**src/rtl/button_debouncer.sv**
```systemverilog
// Push-button conditioner: 2-flop sync + stability FSM -> debounced level, press strobe, updown toggle.
// Latency: press strobe/level rise DEBOUNCE_CYCLES+2 edges after btn_n falls; level falls DEBOUNCE_CYCLES+2 edges after btn_n rises.
// Backpressure: none; free-running, all outputs registered. Optional auto-repeat enabled by defining BUTTON_REPEAT_EN.
module button_debouncer #(
    parameter int DEBOUNCE_CYCLES = 500000,
    parameter int HOLD_CYCLES     = 25000000,
    parameter int REPEAT_CYCLES   = 5000000
) (
    input  logic ck,
    input  logic reset,
    input  logic btn_n,
    output logic btn_level,
    output logic btn_press,
    output logic updown
);

    localparam int CW = $clog2(DEBOUNCE_CYCLES + 1);
    localparam logic [CW-1:0] C_LAST = CW'(DEBOUNCE_CYCLES);

    typedef enum logic [1:0] {
        IDLE         = 2'd0,
        WAIT_PRESS   = 2'd1,
        PRESSED      = 2'd2,
        WAIT_RELEASE = 2'd3
    } state_t;

    logic          r_s1;
    logic          r_s2;
    state_t        r_state;
    logic [CW-1:0] r_cnt;
    logic          r_level;
    logic          r_press;
    logic          r_updown;
    logic          w_rep_pulse;
    logic          w_held;

    // Button is considered held while pressed or bouncing on the way out.
    assign w_held = (r_state == PRESSED) || (r_state == WAIT_RELEASE);

    // Two-flop synchronizer; released (1) is the safe reset value.
    always_ff @(posedge ck or negedge reset) begin
        if (!reset) begin
            r_s1 <= 1'b1;
            r_s2 <= 1'b1;
        end else begin
            r_s1 <= btn_n;
            r_s2 <= r_s1;
        end
    end

    // Stability FSM: a level change is accepted only after the counter sees it stable.
    always_ff @(posedge ck or negedge reset) begin
        if (!reset) begin
            r_state  <= IDLE;
            r_cnt    <= '0;
            r_level  <= 1'b0;
            r_press  <= 1'b0;
            r_updown <= 1'b1;
        end else begin
            r_press <= w_rep_pulse;
            case (r_state)
                IDLE: begin
                    if (!r_s2) begin
                        r_state <= WAIT_PRESS;
                        r_cnt   <= CW'(1);
                    end
                end
                WAIT_PRESS: begin
                    if (r_s2) begin
                        r_state <= IDLE;
                        r_cnt   <= '0;
                    end else if (r_cnt == C_LAST) begin
                        r_state  <= PRESSED;
                        r_cnt    <= '0;
                        r_level  <= 1'b1;
                        r_press  <= 1'b1;
                        r_updown <= ~r_updown;
                    end else begin
                        r_cnt <= r_cnt + 1'b1;
                    end
                end
                PRESSED: begin
                    if (r_s2) begin
                        r_state <= WAIT_RELEASE;
                        r_cnt   <= CW'(1);
                    end
                end
                WAIT_RELEASE: begin
                    if (!r_s2) begin
                        r_state <= PRESSED;
                        r_cnt   <= '0;
                    end else if (r_cnt == C_LAST) begin
                        r_state <= IDLE;
                        r_cnt   <= '0;
                        r_level <= 1'b0;
                    end else begin
                        r_cnt <= r_cnt + 1'b1;
                    end
                end
                default: begin
                    r_state <= IDLE;
                    r_cnt   <= '0;
                end
            endcase
        end
    end

`ifdef BUTTON_REPEAT_EN
    localparam int HMAX = (HOLD_CYCLES > REPEAT_CYCLES) ? HOLD_CYCLES : REPEAT_CYCLES;
    localparam int HW   = $clog2(HMAX + 1);
    localparam logic [HW-1:0] HOLD_LAST = HW'(HOLD_CYCLES - 1);
    localparam logic [HW-1:0] REP_LAST  = HW'(REPEAT_CYCLES - 1);

    logic [HW-1:0] r_hold_cnt;
    logic          r_repeating;
    logic          w_rep_hit;

    // First hit waits HOLD_CYCLES after entry, later hits every REPEAT_CYCLES.
    assign w_rep_hit   = w_held && (r_hold_cnt == (r_repeating ? REP_LAST : HOLD_LAST));
    assign w_rep_pulse = w_rep_hit;

    // Hold timer runs through release bounces and restarts on every new press.
    always_ff @(posedge ck or negedge reset) begin
        if (!reset) begin
            r_hold_cnt  <= '0;
            r_repeating <= 1'b0;
        end else if (w_held) begin
            if (w_rep_hit) begin
                r_hold_cnt  <= '0;
                r_repeating <= 1'b1;
            end else begin
                r_hold_cnt <= r_hold_cnt + 1'b1;
            end
        end else begin
            r_hold_cnt  <= '0;
            r_repeating <= 1'b0;
        end
    end
`else
    // No auto-repeat: hold/repeat parameters only appear in this constant-false term.
    assign w_rep_pulse = (HOLD_CYCLES < 0) && (REPEAT_CYCLES < 0) && w_held;
`endif

    assign btn_level = r_level;
    assign btn_press = r_press;
    assign updown    = r_updown;

endmodule

```
**config.mk**
```make
export PLATFORM = sky130hd
export DESIGN_NAME = button_debouncer
export DESIGN_NICKNAME = d
export VERILOG_FILES = /design/src/rtl/button_debouncer.sv
export SDC_FILE = /design/constraint.sdc
export NUM_CORES = 1
export LEC_CHECK = 0
export CAP_MARGIN = 10
export CORE_MARGIN = 5
export CORE_UTILIZATION = 52
export CTS_CLUSTER_DIAMETER = 150
export DETAILED_ROUTE_END_ITERATION = 12
export PLACE_DENSITY = 0.77
export SYNTH_ARGS = -nofsm -noshare
export SYNTH_HDL_FRONTEND = slang
export SYNTH_SLANG_ARGS = --single-unit
```
**constraint.sdc**
```tcl
create_clock -name ck -period 2 [get_ports ck]
set_input_delay 0.2 -clock ck [delete_from_list [all_inputs] [get_ports ck]]
set_output_delay 0.2 -clock ck [all_outputs]
set_load 0.01 [all_outputs]
```
==> summary.md <==
| Metric | Value |
|---|---|
| Register area share after synthesis | `between 40% and 50%` |
| Critical R2R Capture | `r_cnt[17]` |
| Synth top area share | `40.49%` |
| Die width | `62.28 um` |
| Number of synthesis warnings | `0` |
| Clk_skew | `between 0.003 and 0.004 ns` |
| CP endpoint | `r_cnt[17]` |
| DR vias/cell | `between 6 and 7` |
| Synth-to-layout area growth | `27.55%` |
| Power per standard cell area | `1027 mW/mm^2` |
| Yosys reg bits | `26` |
| Initial antenna violation count | `0` |
| Fmax | `477.2 MHz` |
| Post-Syn Nets | `~160` |
| Max Cap Violations | `0` |
| First-pass GRT wire length | `6.306 mm` |
| Critical Path Start Type | `flip-flop` |
| RSZ-0062 raised after global routing | `yes` |
| Critical path data required time | `2.23 ns` |
| CP Max Fanout | `7` |
| TritonCTS buffer count | `3` |
| Tcrit/Tclk final | `104.8%` |
| Total global routing overflow | `0` |
| Sink Count | `26` |
| Die footprint | `0.003879 sq mm` |
| Worst r2r src | `r_cnt[0]` |
| Boundary Pins | `6` |
| DRC | `0` |
| Final core utilization | `67.49%` |
| CTS root buf | `clkbuf_4` |
| Pre-Repair DR Iteration Count | `5` |
| Leak pwr | `between 0.7 and 0.8 nW` |
| Setup ws final | `-0.09560 ns` |
| Largest net degree at the start of global routing | `27` |
| Number of global-route vias before repair | `roughly 1.3k` |
| Mapped Avg Cell Area | `roughly 9 sq um` |
| TritonCTS clock tree | `done` |
| Failing checks | `setup timing` |
| Antenna viol nets, final | `0` |
| Final GP Congestion | `roughly 0.9` |
| Reg-to-reg slack, setup | `-0.1 ns` |
| Worst-Skew Late Latency | `approximately 0.33 ns` |
| Fillers | `around 210` |
| Worst-Margin Slew | `0.9919 ns` |
| Initial Util | `52.91%` |
| Hold/Removal Path Class | `primary input to async pin` |
| Total Routing Usage GR | `20.17%` |
| # hold bufs at CTS | `0` |
| Final WL | `3.679 mm` |
| Worst-path clk slew | `0.14 ns` |
| Initial DRC count | `110` |
| Post-Syn Area | `0.001421 sq mm` |
| Share of layout cells above drive strength 1 | `28.42%` |
| Total negative slack | `-0.3940 ns` |
| Worst setup EP type | `flip-flop` |
| Worst reg-to-reg path cell count | `7` |
| Pre-CTS setup slack | `-0.04503 ns` |
| Worst VDD drop | `0.9929 mV` |
| Detailed Place HPWL | `2.411 mm` |
| Clk buf depth | `2` |
| Die Y | `62.28 um` |
| Crit Path Category | `flip-flop to flip-flop` |
| Relative slew slack | `33.63%` |
| Htree depth | `1` |
| Via count | `1349` |
| Arr. time, crit path | `2.32 ns` |
| Final setup viols | `10` |
| Synth area leaders | `dfrtp_1, dfstp_2, nand3_1` |
| Fin area | `0.001813 sq mm` |
| Port Buf Inserts | `5` |
| Pwr Total | `about 0.0019 W` |
| Final hold vios | `0` |
| Fin nets | `189` |
| Status | `finished, violations left` |
| Time the worst path needs with I/O delays and setup | `2.096 ns` |
| Cell taking the most area after synthesis | `dfrtp_1` |
| Mapped Cells | `154` |
| Crit path launch | `r_cnt[0]` |
| Floorplan row count | `19` |
| # diodes | `0` |
| Library cells used by synthesis | `between 40 and 50` |
| Core footprint | `around 0.0027 sq mm` |
| Placed Area | `0.001614 sq mm` |
| Mean routed wirelength per cell | `17.19 um` |
| Fin. max-slew vios | `0` |
[logic make-up (layout without fill, tap and decap cells)]
family,Yosys count,in the layout,synth area share [%]
and+or+nand+nor,74,74,30.46
DFF,26,26,46.04
adders and majority gates,2,2,1.760
xor gates and xnor gates,3,3,1.849
buffers and inverters,13,42,3.785
AOI/OAI and AO/OA,36,36,16.11
[routing by layer]
metal	vias to the layer above	GRT usage, %	wire, um
li1	628	-	-
met1	642	25.95	1579
met2	68	32.25	1674
met3	11	3.423	301
met4	0	10.61	123
met5	-	0	0
[worst min path at each step]
| stage | from | to | slack [ns] | cells past startpoint |
|---|---|---|---|---|
| 2_1_floorplan | reset | async pin | -0.1 | 0 |
| 4_1_cts | reset | r_cnt[4] | 0.21 | 2 |
| 3_3_place_gp | r_s1 | r_s2 | 0.35 | 0 |
| 5_1_grt | reset | r_cnt[10] | 0.22 | 2 |
| 3_5_place_dp | r_s1 | r_s2 | 0.35 | 0 |
| 6_report | reset | r_cnt[5] | 0.21 | 2 |
[state kept, by name, summed over array words and instances (netlist names), named ones only]
signal and cells:
r_s2 1, btn_press 1, r_state 1, updown 1, btn_level 1, r_cnt 19, r_s1 1
[final cells by class]
cell class                      count  area [sq um]  share of cell area [%]
Multi-Input combinational cell    115         784.5                   43.27
Clock inverter                      1         30.03                   1.656
Tap cell                           31         38.79                   2.139
Clock buffer                        3         22.52                   1.242
Inverter                            8         30.03                   1.656
Sequential cell                    26         654.4                   36.09
Timing Repair Buffer               30         252.7                   13.94
[Yosys cell counts]
master	count
dfrtp_1	23
nand2_1	18
nand3_1	14
o21ai_0	12
inv_1	8
nand4_1	7
nor2_1	6
nor3_1	6
a21oi_1	5
a31oi_1	5
or3_1	5
a21o_1	4
clkbuf_1	3
dfstp_2	3
nor4_1	3
a211o_1	2
a22o_1	2
and3_1	2
ha_1	2
or4b_4	2
xor2_1	2
a211oi_1	1
a21oi_2	1
a22oi_1	1
a41oi_1	1
and2_0	1
and2_1	1
and4_1	1
and4b_1	1
buf_2	1
buf_4	1
nand4b_1	1
nor3_4	1
nor4b_1	1
nor4b_4	1
o211ai_1	1
o31ai_1	1
or2_0	1
or2_2	1
or4_1	1
xnor2_1	1
[layout by cell type, fill, tap and decap left out, types with 6 or more instances in the layout]
cell type  instances
nand3_1           14
nand4_1            7
buf_4             21
nand2_1           17
dfrtp_1           23
inv_1              6
nor2_1             6
o21ai_1            6
[critical path, stage by stage, from the launching register on]
cell and delay, ns:
dfrtp_1 0.43, inv_2 0.09, ha_4 0.14, or4b_4 0.49, nor3_4 0.28, a21oi_4 0.14
and3_4 0.17, a211o_1 0.26
[power by group]
part           internal (W)  leakage [nW]  switching [W]
Combinational      0.000416         0.420       0.000446
Clock              0.000203        0.0279       0.000155
Sequential         0.000572         0.346      0.0000706
[timing repair]
action / 4_1_cts / 5_1_grt
endpoints found under the setup margin: 6 / 21
resized for setup: 8 / 21
pin swaps: 7 / 8
gates cloned: 0 / 0
setup buffers: 5 / 3
[through the flow]
step,instances,hold slack (ns)
2_1_floorplan,154,-0.09559
4_1_cts,211,0.2081
5_1_grt,214,0.2193
3_5_place_dp,202,0.3508
6_report,214,0.2128
3_3_place_gp,202,0.3469
Power figures use the tool's default switching activity.
